===== src/rtl/z80_io_mailbox.sv =====
// Z80 I/O mailbox: NUM_CH byte channels in each direction between Z80 I/O ports and a
// host-side port, with full/overflow flags, a status port and an IRQ on pending Z80 writes.

module z80_io_mailbox_ch (
    input  logic       clk,
    input  logic       rst,
    input  logic       i_wr_commit,
    input  logic [7:0] i_wr_data,
    input  logic       i_rd_done,
    input  logic       i_host_rd,
    input  logic       i_host_wr,
    input  logic [7:0] i_host_wdata,
    output logic [7:0] o_tx,
    output logic       o_tx_full,
    output logic       o_tx_ovf,
    output logic [7:0] o_rx,
    output logic       o_rx_full
);
    logic [7:0] r_tx, r_rx;
    logic       r_tx_full, r_tx_ovf, r_rx_full;

    always_ff @(posedge clk or posedge rst) begin
        if (rst) begin
            r_tx      <= '0;
            r_rx      <= '0;
            r_tx_full <= 1'b0;
            r_tx_ovf  <= 1'b0;
            r_rx_full <= 1'b0;
        end else begin
            if (i_wr_commit) r_tx <= i_wr_data;
            if (i_wr_commit)    r_tx_full <= 1'b1;
            else if (i_host_rd) r_tx_full <= 1'b0;
            // A host read clears overflow even if a new commit lands in the same clk
            if (i_host_rd)                     r_tx_ovf <= 1'b0;
            else if (i_wr_commit && r_tx_full) r_tx_ovf <= 1'b1;
            if (i_host_wr) r_rx <= i_host_wdata;
            if (i_host_wr)      r_rx_full <= 1'b1;
            else if (i_rd_done) r_rx_full <= 1'b0;
        end
    end

    assign o_tx      = r_tx;
    assign o_rx      = r_rx;
    assign o_tx_full = r_tx_full;
    assign o_tx_ovf  = r_tx_ovf;
    assign o_rx_full = r_rx_full;
endmodule

module z80_io_mailbox #(
    parameter int          NUM_CH      = 8,
    parameter logic [15:0] BASE_ADDR   = 16'd12345,
    parameter int          ADDR_STRIDE = 2,
    parameter int          SYNC_STAGES = 2
) (
    input  logic              clk,
    input  logic              rst,
    input  logic [15:0]       z80_a,
    input  logic [7:0]        z80_d_in,
    output logic [7:0]        z80_d_out,
    output logic              z80_d_drive,
    output logic              z80_d_dir,
    output logic              z80_d_oe,
    input  logic              z80_rd,
    input  logic              z80_wr,
    input  logic              z80_iorq,
    input  logic              z80_mreq,
    input  logic              z80_m1,
    input  logic [2:0]        host_sel,
    input  logic              host_wr,
    input  logic [7:0]        host_wdata,
    input  logic              host_rd,
    output logic [7:0]        host_rdata,
    output logic              host_rvalid,
    output logic [NUM_CH-1:0] tx_full,
    output logic [NUM_CH-1:0] rx_full,
    output logic [NUM_CH-1:0] tx_ovf,
    output logic              irq
);
    localparam logic [15:0] STAT_ADDR = 16'(BASE_ADDR + NUM_CH * ADDR_STRIDE);

    logic [NUM_CH-1:0]      w_hit, w_sel, w_hrd, w_hwr;
    logic [NUM_CH-1:0][7:0] w_tx, w_rx;
    logic                   w_hit_stat, w_io, w_z80_rd;
    logic [7:0]             w_rd_mux, w_host_mux;
    logic                   w_wact, w_ract, w_wcommit, w_rdone;

    logic [SYNC_STAGES-1:0] r_rd_s, r_wr_s, r_iorq_s;
    logic                   r_wact_d, r_ract_d;
    logic [NUM_CH-1:0]      r_wsel, r_rsel;
    logic [7:0]             r_wdata, r_rdata;
    logic                   r_rvalid, r_irq, r_oe;

    assign w_io       = !z80_iorq && z80_mreq && z80_m1;
    assign w_hit_stat = (z80_a == STAT_ADDR);
    assign w_z80_rd   = !z80_rd && z80_wr && w_io && ((|w_hit) || w_hit_stat);

    always_comb begin
        w_rd_mux = 8'h00;
        for (int n = 0; n < NUM_CH; n++)
            if (w_hit[n]) w_rd_mux = w_rx[n];
        if (w_hit_stat) w_rd_mux = 8'(rx_full);
    end

    assign z80_d_drive = w_z80_rd;
    assign z80_d_dir   = !w_z80_rd;
    assign z80_d_out   = w_z80_rd ? w_rd_mux : 8'hFF;
    assign z80_d_oe    = r_oe;

    always_ff @(posedge clk or posedge rst) begin
        if (rst) begin
            r_rd_s   <= '1;
            r_wr_s   <= '1;
            r_iorq_s <= '1;
        end else begin
            r_rd_s   <= {r_rd_s[SYNC_STAGES-2:0], z80_rd};
            r_wr_s   <= {r_wr_s[SYNC_STAGES-2:0], z80_wr};
            r_iorq_s <= {r_iorq_s[SYNC_STAGES-2:0], z80_iorq};
        end
    end

    assign w_wact = !r_wr_s[SYNC_STAGES-1] && !r_iorq_s[SYNC_STAGES-1];
    assign w_ract = !r_rd_s[SYNC_STAGES-1] && r_wr_s[SYNC_STAGES-1] && !r_iorq_s[SYNC_STAGES-1];
    // Raw IORQ has already gone high by the last synchronised sample, so the
    // synchronised strobe qualifies the cycle and only MREQ/M1 gate the address here.
    assign w_sel  = w_hit & {NUM_CH{z80_mreq && z80_m1}};

    always_ff @(posedge clk or posedge rst) begin
        if (rst) begin
            r_wact_d <= 1'b0;
            r_ract_d <= 1'b0;
            r_wsel   <= '0;
            r_rsel   <= '0;
            r_wdata  <= '0;
        end else begin
            r_wact_d <= w_wact;
            r_ract_d <= w_ract;
            if (w_wact) begin
                r_wsel  <= w_sel;
                r_wdata <= z80_d_in;
            end
            if (w_ract) r_rsel <= w_sel;
        end
    end

    assign w_wcommit = r_wact_d && !w_wact;
    assign w_rdone   = r_ract_d && !w_ract;

    for (genvar n = 0; n < NUM_CH; n++) begin : g_ch
        assign w_hit[n] = (z80_a == 16'(BASE_ADDR + n * ADDR_STRIDE));
        assign w_hrd[n] = host_rd && (host_sel == 3'(n));
        assign w_hwr[n] = host_wr && (host_sel == 3'(n));

        z80_io_mailbox_ch u_ch (
            .clk          (clk),
            .rst          (rst),
            .i_wr_commit  (w_wcommit && r_wsel[n]),
            .i_wr_data    (r_wdata),
            .i_rd_done    (w_rdone && r_rsel[n]),
            .i_host_rd    (w_hrd[n]),
            .i_host_wr    (w_hwr[n]),
            .i_host_wdata (host_wdata),
            .o_tx         (w_tx[n]),
            .o_tx_full    (tx_full[n]),
            .o_tx_ovf     (tx_ovf[n]),
            .o_rx         (w_rx[n]),
            .o_rx_full    (rx_full[n])
        );
    end

    always_comb begin
        w_host_mux = 8'h00;
        for (int n = 0; n < NUM_CH; n++)
            if (host_sel == 3'(n)) w_host_mux = w_tx[n];
    end

    always_ff @(posedge clk or posedge rst) begin
        if (rst) begin
            r_rdata  <= '0;
            r_rvalid <= 1'b0;
            r_irq    <= 1'b0;
            r_oe     <= 1'b1;
        end else begin
            r_rvalid <= host_rd;
            if (host_rd) r_rdata <= w_host_mux;
            r_irq    <= |tx_full;
            r_oe     <= 1'b0;
        end
    end

    assign host_rdata  = r_rdata;
    assign host_rvalid = r_rvalid;
    assign irq         = r_irq;
endmodule


===== config.mk =====
export PLATFORM = sky130hd
export DESIGN_NAME = z80_io_mailbox
export DESIGN_NICKNAME = d
export VERILOG_FILES = /design/src/rtl/z80_io_mailbox.sv
export SDC_FILE = /design/constraint.sdc
export NUM_CORES = 1
export LEC_CHECK = 0
export ABC_AREA = 1
export CAP_MARGIN = 10
export CORE_ASPECT_RATIO = 1.5
export CORE_MARGIN = 2
export CORE_UTILIZATION = 25
export CTS_CLUSTER_SIZE = 30
export DETAILED_ROUTE_END_ITERATION = 8
export DONT_BUFFER_PORTS = 1
export PLACE_DENSITY_LB_ADDON = 0.25
export SLEW_MARGIN = 5
export SYNTH_ARGS = -nofsm -noshare
export SYNTH_HDL_FRONTEND = slang
export SYNTH_SLANG_ARGS = --single-unit

===== constraint.sdc =====
create_clock -name clk -period 6.75 [get_ports clk]
set_input_delay 1.0125 -clock clk [delete_from_list [all_inputs] [get_ports clk]]
set_output_delay 1.0125 -clock clk [all_outputs]
set_load 0.01 [all_outputs]

* Yosys cells after proc, flatten, opt, wreduce, memory -nomap -nowiden
Index checks and enable logic that the tools add are counted.
** Word-level totals
- Output and inout bits :: 45
- Flip-flop bits (word level) :: 195
- Bits of input ports :: 44
- Word-level logic and storage cells :: 222
** Operators by class
- Bitwise operators :: 1
- Equality and inequality tests :: 16
- Mux-type cells :: 66
- Reduce and logical (&&, ||, !) cells :: 87
** Operator list (count)
- equality test 16 x 14 -> 1 bit (second input constant) :: 9
- two-way mux 8 bit :: 18
- logical AND 1 bit :: 51
- two-way mux 1 bit :: 48
- nonzero test 2 bit :: 24
- OR reduction 8 bit :: 2
- equality test 3 bit (second input constant) :: 4
- bitwise AND 8 bit :: 1
- logical NOT 1 bit :: 8
- equality test 3 x 2 -> 1 bit (second input constant) :: 2
- equality test 3 x 1 -> 1 bit (second input constant) :: 1
- logical NOT 3 bit :: 1
- logical OR 1 bit :: 1

* Logic depth before layout (Yosys ltp)
Gate-level depths: netlist of run 1.
- Word-level depth :: 11
- Depth in mapped cells :: 15
- Mapped depth without buffers :: 14

* By module
Synthesis of run 1 repeated with hierarchy kept, for this count alone.
** Second synthesis, totals
- Cells, all modules :: 1131
- Area, all modules :: 9126.3 sq um
** By module, submodules not included
- z80_io_mailbox_ch :: times used 8, area an instance 726.9 sq um, cells each 79, seq. area each 475.5 sq um
- z80_io_mailbox :: times used 1, area an instance 3310.7 sq um, cells each 499, seq. area each 1084.8 sq um

* Worst setup path after synthesis of run 1
OpenSTA, ideal clock, no wires.
- Path kind :: in2out
- Start :: in z80_a[11]
- End :: out z80_d_out[0]
- Arrival time :: 2095 ps
- Path buffers :: 1
- Path slack :: 3642 ps
- Cell stages on the path :: 10
- Data required time :: 5738 ps
- Cell sequence :: nor2_1 > nand2_1 > nor2_4 > buf_4 > nand4_2 > nand3_1 > nand3b_4 > nand2_4 > nor2_1 > nand2_1
** Between the ends
- Word-level cells in the longest chain between the ends :: 11
- Elaborated cells on any way between the ends :: 22
- Those cells by class :: 9 x eq/ne; 10 x mux; 3 x reduce/logical
** Ends and longest elaborated chain
- from (decl) :: RTL line 57 : input logic [15:0] z80_a,
- equality test 16 x 14 -> 1 bit :: RTL line 149 : assign w_hit[n] = (z80_a == 16'(BASE_ADDR + n * ADDR_STRIDE));
- two-way mux 8 bit (8 in series) :: RTL line 100 : if (w_hit[n]) w_rd_mux = w_rx[n];
- two-way mux 8 bit :: RTL line 101 : if (w_hit_stat) w_rd_mux = 8'(rx_full);
- two-way mux 8 bit * :: RTL line 106 : assign z80_d_out = w_z80_rd ? w_rd_mux : 8'hFF;
- to (decl) :: RTL line 59 : output logic [7:0] z80_d_out,
Every way passes the cells marked *; elsewhere a longest branch is shown, timed or not.

* Worst setup path after layout of run 1
- Start :: in z80_a[11]
- End :: out z80_d_out[7]
The elaborated chain is that of the path after synthesis.

==> qor.yml, run 1 <==
run_status:
  status: "finished clean"
cells_and_area:
  fin_cells: 1409
  seq_area_sq_um: 4890
  n_fill_cell: 3703
  final_area_sq_um: 9430
  drive_above_1_share: 0.0793
  diodes: 0
  final_nets: 1017
  areaGrowthSynthToFinish_pct: 8.93
  multiInputGateArea_sq_um: 3120
worst_setup_path:
  reg2reg_to: "g_ch[0].u_ch.o_tx_ovf$_DFFE_PP0P_"
  cp-start-kind: "input pin"
  crit_required_ns: 5.74
  crit_fanout: 23
  endpoint_kind: "output port"
  endpoint: "z80_d_out[7]"
  r2r_slack_ns: 4.51
  crit_type: "in -> out"
  r2r-start: "r_iorq_s[1]$_DFF_PP1_"
  crit_start: "z80_a[11]"
  ff2ff_path_depth: 6
  crit_arrival_ns: 3.00
logic_synthesis:
  synth_xor_area_frac: 0
  yosysSeqAreaShare: 0.565
  synth_commonest_cells: "nand2_1, dfrtp_1, o21ai_0"
  synth-edff-count: 0
  synth_compound_area_frac: 0.131
  ys_warn_count: 0
  yosys.area.top_type: "dfrtp_1"
  yosys.area_share.simple: 0.229
  synth_top_family_by_area: "simple AND/OR/NAND/NOR gates"
  yosysUniqueCellTypes: 37
  avgSynthCellArea_sq_um: 8.60
  yosys-top-cells-area: "dfrtp_1, nand2_1, o21ai_0, inv_1, nand3_1"
  synth_top_area_share: 0.544
  synth-adder-area-share: 0
  ys.flop_type: "dfrtp_1"
  yosys.cell_count.top_type: "nand2_1"
  ys_seq_elements: 195
  synth_area_sq_um: 8660
  async_flop_share: 1.00
  synth_fp_nets: 1050
  syn_inst: 1006
  muxShareOfSynthArea: 0
route:
  avgViaCountPerCell: 4.46
  drc: 0
  firstDrtPassIters: 5
  drt-total-wl_mm: 23.0
  post_drt_wl_per_cell_um: 16.3
  via_count: 6290
  postRouteAntennaNets: 0
  drt_iter0_markers: 387
sta:
  skew_ns: 0.0122
  rsz0062_at_grt: "no"
  finalHoldViolations: 0
  slew_headroom: 0.375
  setup_viol: 0
  min_period_over_period: 0.594
  setup_slack_ns: 2.74
  holdWs_ns: 0.357
  period_needed_ns: 4.01
  worst_pin_slew_ns: 0.924
  max_freq_mhz: 249
  fin_tns_setup_ns: 0
  maxSlewViolCount: 0
floorplan:
  rows: 83
  die_width_um: 156
  core_area_sq_um: 34200
  floorplan.initialDensity: 0.253
  ioPinCount: 89
  die_y_um: 232
  die_area_sq_um: 36200
pwr:
  leakagePower_nw: 4.38
  ir_drop_v: 0.000175
  power_density_nw_per_um2: 261
grt:
  grt_max_degree: 124
  antenna_found_initial: 0
  overflow: 0
  grt_pass1_wl_mm: 36.8
  grt_usage: 0.132
  grt_pass1_vias: 6367
cts:
  clock_sinks: 195
  cts_max_level: 4
  postCtsHoldBufs: 0
  clk_pin_slew_ns: 0.07
  cts_buffers: 17
  cts_resized: 0
  ctsLongestPathBuffers: 2
  cts_tree: "built"
  clockRootBuffer: "clkbuf_16"
  worst_skew_pair.late_latency_ns: 0.44
  post_cts_buffers: 0
placed_design:
  place_congestion: 0.809
  io_buffers: 0
  hpwl_mm: 16.3
  placed_cell_area_sq_um: 8870
  place_inst: 1379
  dp_slack_ns: 2.66
min_path:
  worstHoldPathType: "reg -> reg"
  hold_path.startpoint: "r_iorq_s[0]$_DFF_PP1_"
flow_run:
  drv_cap: 0
-- power by group --
group          switching (mW)  internal [mW]  total, mW
Clock                   0.483          0.494      0.977
Sequential             0.0571           1.26       1.32
Combinational           0.119         0.0454      0.165
Total                   0.659           1.80       2.46
-- cell families after synthesis --
| family | after synthesis |
|---|---|
| AO/OA/AOI/OAI | 219 |
| other | 1 |
| flip-flops | 195 |
| buffers and inverters | 138 |
| AND/OR/NAND/NOR | 453 |
-- cell usage in the layout (no fill, tap or decap), types with 2 or more instances in the layout --
cell       instances
nor3_4             2
nor2_4             4
nor3_2             2
inv_8              5
a22oi_1            4
nand3_1           41
nor2_2             4
o211ai_1           3
dfrtp_1          188
a21oi_1           13
nand3b_1           2
inv_2              9
nor4_1             2
a211oi_1           3
nand3_2            3
nor3_1             4
inv_6              2
nand4_1           15
o21ai_0          187
o21ai_1            6
nor4_2             2
inv_1             74
nand2_1          309
nor2_1            50
clkbuf_16         17
nand2_2            9
dfstp_2            7
clkinv_4           3
-- flip-flops by register name, indices dropped and copies added (netlist names), 8 cells and up --
signal,cells
g_ch.u_ch.o_rx,64
g_ch.u_ch.o_rx_full,8
g_ch.u_ch.o_tx,64
g_ch.u_ch.o_tx_full,8
g_ch.u_ch.o_tx_ovf,8
host_rdata,8
r_rsel,8
r_wdata,8
r_wsel,8
-- area by class of cell --
type / instances / share of cell area
tap: 425 / 0.0564
timing repair buffer: 1 / 0.000796
clock buffer: 18 / 0.0466
inverter: 85 / 0.0346
sequential: 195 / 0.518
multi-input combinational: 673 / 0.331
clock inverter: 12 / 0.0125
-- per-stage QoR --
step                      power, mW  utilization
after global placement         1.51        0.260
final                          2.46        0.276
after CTS                      2.50        0.276
after global routing           2.58        0.276
after floorplan                1.46            -
after detailed placement       1.51        0.260
-- worst max-delay path: stages --
cell and delay [ns]:
nor2_1 0.08, nand2_1 0.09, nor2_4 0.49, inv_1 0.23, nor4_2 0.65, nand2_1 0.10
nand4_1 0.13, nand2_1 0.06, nand2_1 0.13
-- metal layers --
metal	share of wire	vias up	routed length (um)	GRT usage
met1	0.42	2988	9620	0.155
met4	0.019	0	428	0.0404
li1	-	3171	-	-
met2	0.52	106	12000	0.241
met5	0	-	0	0
met3	0.037	25	857	0.0258
-- worst min path at each step --
stage / slack (ns) / end / depth (start not counted)
after global placement: 0.35 / r_wr_s[1]$_DFF_PP1_ / 0
after floorplan: 0.35 / r_iorq_s[1]$_DFF_PP1_ / 0
after detailed placement: 0.35 / r_iorq_s[1]$_DFF_PP1_ / 0
final: 0.36 / r_iorq_s[1]$_DFF_PP1_ / 0
after global routing: 0.36 / r_wr_s[1]$_DFF_PP1_ / 0
after CTS: 0.36 / r_iorq_s[1]$_DFF_PP1_ / 0
(Power assumes the default switching activity.)
==> inputs of run 2 (changes only) <==
Clock period 6.75 ns to 4.1 ns, I/O delays scaled along.
==> qor.yml, run 2 (synthesis results as in run 1) <==
run_status:
  status: "finished clean"
worst_setup_path:
  ff2ff_path_depth: 6  # unchanged
  cp-start-kind: "input pin"
  endpoint_kind: "output port"
  r2r-start: "r_iorq_s[1]$_DFF_PP1_"
  worst_path_most_repeated_cell: "nand2_1"
  crit_fanout: 15  # -35%
  r2r_slack_ns: 1.87  # -2.64 ns
  cp_slowest_cell: "nor4_2"
  crit_type: "in -> out"
  crit_chain: "nor2_1 > nand2_1 > nor2_4 > inv_1 > nor4_2 > nand2_1 > nand4_1 > nand2_1 > nand2_1"
  reg2reg_to: "g_ch[1].u_ch.o_tx_ovf$_DFFE_PP0P_"
  crit_start: "z80_a[11]"
  endpoint: "z80_d_out[7]"
  max_stage_delay_ns: 0.59  # -0.06 ns
  crit_required_ns: 3.48  # -2.26 ns
  crit_arrival_ns: 2.39  # -0.61 ns
route:
  postRouteAntennaNets: 0  # unchanged
  avgViaCountPerCell: 4.49  # +0.61%
  post_drt_wl_per_cell_um: 16.3  # -0.13%
  drt_iter0_markers: 442  # +14%
  via_count: 6351  # +0.97%
  drc: 0  # unchanged
  drt-total-wl_mm: 23.0  # +0.22%
  firstDrtPassIters: 4  # -1
cells_and_area:
  final_cell_mix: "nand2_1, dfrtp_1, o21ai_0, inv_1, nor2_1"
  diodes: 0  # unchanged
  final_area_sq_um: 9520  # +0.98%
  layout_commonest_cell: "nand2_1"
  final_nets: 1020  # +0.29%
  areaGrowthSynthToFinish_pct: 10.0
  drive_above_1_share: 0.0829  # +0.00364
cts:
  clockRootBuffer: "clkbuf_16"
  postCtsHoldBufs: 0  # unchanged
  cts_max_level: 4  # unchanged
  clock_sinks: 195  # unchanged
  cts_resized: 0  # unchanged
  ctsLongestPathBuffers: 2  # unchanged
  post_cts_buffers: 0  # unchanged
  cts_tree: "built"
  worst_skew_pair.late_latency_ns: 0.44  # about the same
  clk_pin_slew_ns: 0.07  # about the same
  cts_buffers: 17  # unchanged
floorplan:
  floorplan.initialDensity: 0.253  # unchanged
  die_y_um: 232  # unchanged
  die_area_sq_um: 36200  # unchanged
  die_width_um: 156  # unchanged
  rows: 83  # unchanged
  ioPinCount: 89  # unchanged
  core_area_sq_um: 34200  # unchanged
sta:
  worst_pin_slew_ns: 1.24  # +0.320 ns
  maxSlewViolCount: 0  # unchanged
  max_freq_mhz: 333
  finalHoldViolations: 0  # unchanged
  skew_ns: 0.0126  # +0.000329 ns
  rsz0062_at_grt: "no"
  fin_tns_setup_ns: 0  # unchanged
  min_period_over_period: 0.732
  holdWs_ns: 0.174  # -0.183 ns
  setup_viol: 0  # unchanged
  period_needed_ns: 3.00
  slew_headroom: 0.170  # -0.205
grt:
  grt_pass1_wl_mm: 37.0  # +0.62%
  overflow: 0  # unchanged
  grt_usage: 0.133  # +0.000217
  grt_pass1_vias: 6433  # +1.0%
  grt_max_degree: 196  # +58%
  antenna_found_initial: 0  # unchanged
flow_run:
  drv_cap: 0  # unchanged
min_path:
  worstHoldPathType: "in -> reg"
pwr:
  leakagePower_nw: 4.42  # +0.90%
  power_density_nw_per_um2: 441  # +69%
  ir_drop_v: 0.000265  # +51%
placed_design:
  io_buffers: 0  # unchanged
  hpwl_mm: 16.6  # +1.3%
  placed_cell_area_sq_um: 8900  # +0.35%
  place_congestion: 0.799  # -1.3%
-- run 2: critical path, delay by kind of cell --
family,cells,cell delay [ns]
AND/OR/NAND/NOR,8,1.57
buffers and inverters,1,0.19
-- run 2: cell type report --
class                           count  area (sq um)
Tap cell                          425           532
Sequential cell                   195          4890
Clock inverter                     14           189
Fill cell                        3695         24600
Timing Repair Buffer                4          42.5
Inverter                           85           323
Clock buffer                       18           429
Multi-Input combinational cell    673          3120
-- run 2: power breakdown --
part           internal (mW)  switching (mW)  total [mW]
clock network          0.936           0.821        1.76
logic                 0.0765           0.196       0.273
registers               2.07          0.0976        2.17
total                   3.09            1.12        4.20
-- run 2: worst min-delay path by stage --
stage | startpoint | endpoint | cells past startpoint
finish | z80_wr | r_wr_s[0]$_DFF_PP1_ | 0
global route | z80_wr | r_wr_s[0]$_DFF_PP1_ | 0
CTS | z80_wr | r_wr_s[0]$_DFF_PP1_ | 0
detailed placement | r_iorq_s[0]$_DFF_PP1_ | r_iorq_s[1]$_DFF_PP1_ | 0
global placement | r_rd_s[0]$_DFF_PP1_ | r_rd_s[1]$_DFF_PP1_ | 0
floorplan | r_iorq_s[0]$_DFF_PP1_ | r_iorq_s[1]$_DFF_PP1_ | 0
-- run 2: per-layer routing --
metal	GRT usage	wire length [um]
met3	0.0274	833
met1	0.153	9430
met4	0.0473	551
met2	0.241	12200
met5	0	0
-- run 2: through the flow --
step	power, mW	utilization	std cells	setup slack [ns]
after floorplan	2.40	-	1006	0.972
final	4.20	0.279	1414	1.10
after detailed placement	2.50	0.261	1382	1.03
after global routing	4.39	0.279	1414	0.774
after global placement	2.49	0.261	1382	1.07
after CTS	4.27	0.279	1414	1.03
==> inputs of run 3 (changes only) <==
Clock period 4.1 ns to 2.71 ns, I/O delays scaled along.
==> qor.yml, run 3 (synthesis results as in run 1) <==
run_status:
  status: "finished clean"
worst_setup_path:
  crit_chain: "nor2_1 > nand2_1 > nor2_4 > nand2_1 > nor2_2 > nor2_1 > nand3_1 > nand2_1 > nand2_1 > nand2_1 > nand2_1 > nand2_1"
  max_stage_delay_ns: 0.29  # -0.30 ns
  ff2ff_path_depth: 7  # +1
  crit_required_ns: 2.30  # -1.18 ns
  r2r-start: "r_iorq_s[1]$_DFF_PP1_"
  reg2reg_to: "g_ch[0].u_ch.o_tx_ovf$_DFFE_PP0P_"
  cp-start-kind: "input pin"
  cp_num_buf_inv: 0  # -1
  r2r_slack_ns: 0.76  # -1.11 ns
  crit_fanout: 10  # -5
  endpoint_kind: "output port"
  worst_path_most_repeated_cell: "nand2_1"
  crit_arrival_ns: 1.88  # -0.51 ns
  crit_family: "simple AND/OR/NAND/NOR gates"
  cp_slowest_cell: "nor2_4"
  crit_type: "in -> out"
pwr:
  p_int_mw: 4.61  # +49%
  comb_power_share: 0.070  # +0.005
  power_frac_clock: 0.408  # -0.010
  p_switching_mw: 1.69  # +52%
  ir_drop_v: 0.000445  # +68%
  seq_power_share: 0.522  # +0.005
  power_density_nw_per_um2: 651  # +48%
  p_total_mw: 6.31  # +50%
  swShare: 0.268  # +0.00297
  leakagePower_nw: 4.52  # +2.2%
floorplan:
  core_area_sq_um: 34200  # unchanged
  die_y_um: 232  # unchanged
  ioPinCount: 89  # unchanged
  die_area_sq_um: 36200  # unchanged
  die_width_um: 156  # unchanged
  rows: 83  # unchanged
  floorplan.initialDensity: 0.253  # unchanged
grt:
  grt-busiest-layer: "met2"
  grt_use_met2: 0.257  # +0.0163
  overflow: 0  # unchanged
  grt_usage: 0.134  # +0.00106
  grt_pass1_vias: 6569  # +2.1%
  antenna_found_initial: 0  # unchanged
  grt_max_degree: 51  # -74%
  met3_usage: 0.0243  # -0.00317
  grtUsageMet1: 0.147  # -0.00551
  grt_pass1_wl_mm: 37.2  # +0.41%
cts:
  postCtsHoldBufs: 4  # +4
  cts_resized: 0  # unchanged
  post_cts_buffers: 0  # unchanged
  worst_skew_pair.late_latency_ns: 0.44  # about the same
  clock_sinks: 195  # unchanged
  ctsLongestPathBuffers: 2  # unchanged
  cts_max_level: 4  # unchanged
  clk_pin_slew_ns: 0.08  # about the same
  cts_buffers: 17  # unchanged
  clockRootBuffer: "clkbuf_16"
  cts_tree: "built"
sta:
  worst_pin_slew_ns: 0.907  # -0.338 ns
  min_period_over_period: 0.845
  maxSlewViolCount: 0  # unchanged
  slew_headroom: 0.394  # +0.224
  finalHoldViolations: 0  # unchanged
  setup_viol: 0  # unchanged
  skew_ns: 0.0136  # +0.00109 ns
  period_needed_ns: 2.29
  rsz0062_at_grt: "no"
  max_freq_mhz: 437
cells_and_area:
  drive_above_1_share: 0.0981  # +0.0152
  areaGrowthSynthToFinish_pct: 11.9
  fin_util: 0.283  # +0.00480
  layout_commonest_cell: "nand2_1"
  final_cell_mix: "nand2_1, dfrtp_1, o21ai_0, inv_1, nor2_1"
  final_nets: 1040  # +2.0%
  diodes: 0  # unchanged
  n_fill_cell: 3651  # -1.2%
  final_area_sq_um: 9690  # +1.7%
route:
  via_count: 6474  # +1.9%
  post_drt_wl_per_cell_um: 16.3  # +0.13%
  postRouteAntennaNets: 0  # unchanged
  avgViaCountPerCell: 4.51  # +0.51%
  drt-total-wl_mm: 23.4  # +1.5%
  firstDrtPassIters: 5  # +1
  drc: 0  # unchanged
  drt_iter0_markers: 385  # -13%
placed_design:
  placed_cell_area_sq_um: 9050  # +1.6%
  hpwl_mm: 17.3  # +4.8%
  io_buffers: 0  # unchanged
  place_congestion: 0.808  # +1.2%
min_path:
  worstHoldPathType: "in -> async"
flow_run:
  drv_cap: 0  # unchanged
[run 3: cell count changes in the layout (fill, tap and decap cells not counted), sizes merged]
cell         previous run  this run
buf                     4        20
bufinv                  2         1
clkinv                  4         3
dlygate4sd3             0         4
inv                    91        93
[run 3: metrics by stage]
step / setup WS, ns / hold WS [ns] / cells / setup TNS, ns
finish: 0.421 / 0.0241 / 1434 / 0
global route: 0.240 / 0.0814 / 1434 / 0
CTS: 0.379 / 0.0434 / 1434 / 0
detailed placement: 0.384 / 0.348 / 1398 / 0
global placement: 0.407 / 0.346 / 1398 / 0
floorplan: -0.209 / 0.345 / 1006 / -39.33
[run 3: worst max-delay path by stage]
stage	from	slack (ns)	endpoint	cells after the start
after floorplan	rst	-0.21	g_ch[0].u_ch.o_rx[0]$_DFFE_PP0P_	1
after global placement	z80_a[11]	0.41	z80_d_out[4]	12
after detailed placement	z80_a[11]	0.38	z80_d_out[5]	10
after CTS	z80_a[11]	0.38	z80_d_out[5]	10
after global routing	z80_a[11]	0.24	z80_d_out[1]	10
final	z80_a[11]	0.42	z80_d_out[4]	12
[run 3: metal layers]
| metal | wire (um) | part of all wire |
|---|---|---|
| met5 | 0 | 0 |
| met4 | 440 | 0.019 |
| met3 | 791 | 0.034 |
| met2 | 12600 | 0.54 |
| met1 | 9490 | 0.41 |
[run 3: cell type report]
| class | count | area, sq um | area share |
|---|---|---|---|
| sequential | 195 | 4890 | 0.505 |
| inverter | 85 | 323 | 0.0333 |
| clock inverter | 14 | 158 | 0.0163 |
| multi-input combinational | 673 | 3120 | 0.322 |
| tap | 425 | 532 | 0.0549 |
| timing repair buffer | 24 | 228 | 0.0235 |
| clock buffer | 18 | 439 | 0.0453 |
[run 3: worst reg2reg max path, stage by stage, from the launching register on]
cell     delay, ns
dfstp_2       0.37
nor2_2        0.54
inv_1         0.10
buf_4         0.21
nand2_1       0.08
inv_2         0.10
nand2_2       0.28
o21ai_0       0.14
[run 3: power by group through the flow]
stage	sequential [mW]	combinational, mW	clock (mW)
floorplan	3.29	0.351	0
CTS	3.29	0.458	2.64
global placement	3.35	0.442	0
detailed placement	3.35	0.453	0
finish	3.29	0.440	2.58
global route	3.32	0.524	2.76
==> RTL change: new RTL, settings of run 1 <==
The parameter `SYNC_STAGES` goes from 2 to 4.
--- a/src/rtl/z80_io_mailbox.sv
+++ b/src/rtl/z80_io_mailbox.sv
@@ -51,5 +51,5 @@
     parameter logic [15:0] BASE_ADDR   = 16'd12345,
     parameter int          ADDR_STRIDE = 2,
-    parameter int          SYNC_STAGES = 2
+    parameter int          SYNC_STAGES = 4
 ) (
     input  logic              clk,
Function: changed (a bounded check fails within 10 cycles, from zero or initial values and one cycle with rst high).
==> RTL change against run 1 <==
  * Total power rose by 13%
  * Setup slack improved by 0.20 ns
  * Worst hold slack got worse by 0.0028 ns
  * Sequential cell count rose by 6
  * Final area rose by 4.9%
  * Clock power rose by 28%
  * Area after synthesis rose by 1.6%
  * Sequential power rose by 3%
  * Wire length rose by 6.1%
==> RTL change: results (changes against run 1) <==
status finished clean (unchanged); synthesized area per cell 8.50 µm² (was 8.60 µm²); number of buffers created by CTS 23 (was 17); M2 GR Usage 0.261 (was 0.241); Post-DP Area 9120 µm² (was 8870 µm²); distinct cell type count after synthesis 29 (was 37); syn nets 1,078 (was 1,050); crit-path max FO 29 (was 23); LEAKAGE 4.63 nW (was 4.38 nW); R2R depth 8 (was 6); hpwl dp 17,600 µm (was 16,300 µm); fillcell total 3,884 (was 3,703); clk_skew 0.0177 ns (was 0.0122 ns); launching point of the worst reg2reg path r_iorq_s[3] (was r_iorq_s[1]); first-pass GRT wire length 38,100 µm (was 36,800 µm); Net Switching 0.680 mW (was 0.659 mW); sequential fraction of the synthesis area 0.574 (was 0.565); Tot GR Track Use 0.135 (was 0.132); clk buf depth 3 (was 2); worst slew pin tran 0.935 ns (was 0.924 ns); reg-to-reg slack, setup 4.60 ns (was 4.51 ns); vias in the first global route 6,425 (was 6,367); min Tclk post-route 3.81 ns (was 4.01 ns); routed wire length 24,400 µm (was 23,000 µm); worst hold slack 0.354 ns (was 0.357 ns); min-delay src r_wr_s[2] (was r_iorq_s[0])
[RTL change: cell count changes after synthesis, moves of 8 or more]
cell,run 1,this run
clkbuf_1,10,22
nand3_1,41,58
inv_2,9,18
o21ai_0,187,179
buf_2,15,5
nand2_1,309,327
[RTL change: cell type report]
class                      instances  area (µm²)  share of cell area
tap                              473         592              0.0598
clock buffer                      36         704              0.0712
clock inverter                     6        62.6             0.00633
sequential                       201        5050               0.510
multi-input combinational        684        3080               0.312
timing repair buffer               5        37.5             0.00380
inverter                          95         364              0.0368
[RTL change: power by group through the flow]
| stage | sequential (mW) | clock [mW] | combinational [mW] |
|---|---|---|---|
| 5_1_grt | 1.37 | 1.35 | 0.204 |
| 2_1_floorplan | 1.36 | 0 | 0.143 |
| 4_1_cts | 1.36 | 1.29 | 0.177 |
| 3_3_place_gp | 1.38 | 0 | 0.173 |
| 3_5_place_dp | 1.38 | 0 | 0.177 |
| 6_report | 1.36 | 1.25 | 0.170 |
[RTL change: how the worst max path moves through the flow]
stage / start / endpoint / depth (start not counted)
4_1_cts: z80_a[11] / z80_d_out[7] / 11
2_1_floorplan: rst / g_ch[0].u_ch.o_rx[0] / 1
6_report: z80_a[11] / z80_d_out[7] / 11
3_3_place_gp: z80_a[9] / z80_d_out[6] / 11
3_5_place_dp: z80_a[11] / z80_d_out[7] / 11
5_1_grt: z80_a[11] / z80_d_out[2] / 11
[RTL change: per-layer routing]
| metal | vias to the layer above | part of all wire |
|---|---|---|
| li1 | 3279 | - |
| met1 | 3156 | 0.38 |
| met2 | 118 | 0.55 |
| met3 | 47 | 0.031 |
| met4 | 0 | 0.032 |
| met5 | - | 0 |
[RTL change: cells by family (layout without fill, tap and decap cells)]
| logic type | count (synthesis) | after routing | synth area share |
|---|---|---|---|
| AND/OR/NAND/NOR | 467 | 467 | 0.224 |
| flip-flops | 201 | 201 | 0.574 |
| AO/OA/AOI/OAI | 216 | 216 | 0.126 |
| buffers and inverters | 149 | 142 | 0.0754 |
| other | 1 | 1 | 0.000426 |
[RTL change: worst max-delay path: stages]
cell,delay [ns]
nor2_1,0.08
nand2_1,0.08
nor2_2,0.10
buf_4,0.29
nand2_1,0.41
nand3_1,0.21
nor2_1,0.06
nand3_2,0.08
nand2_4,0.14
a21oi_1,0.20
nand2_1,0.12
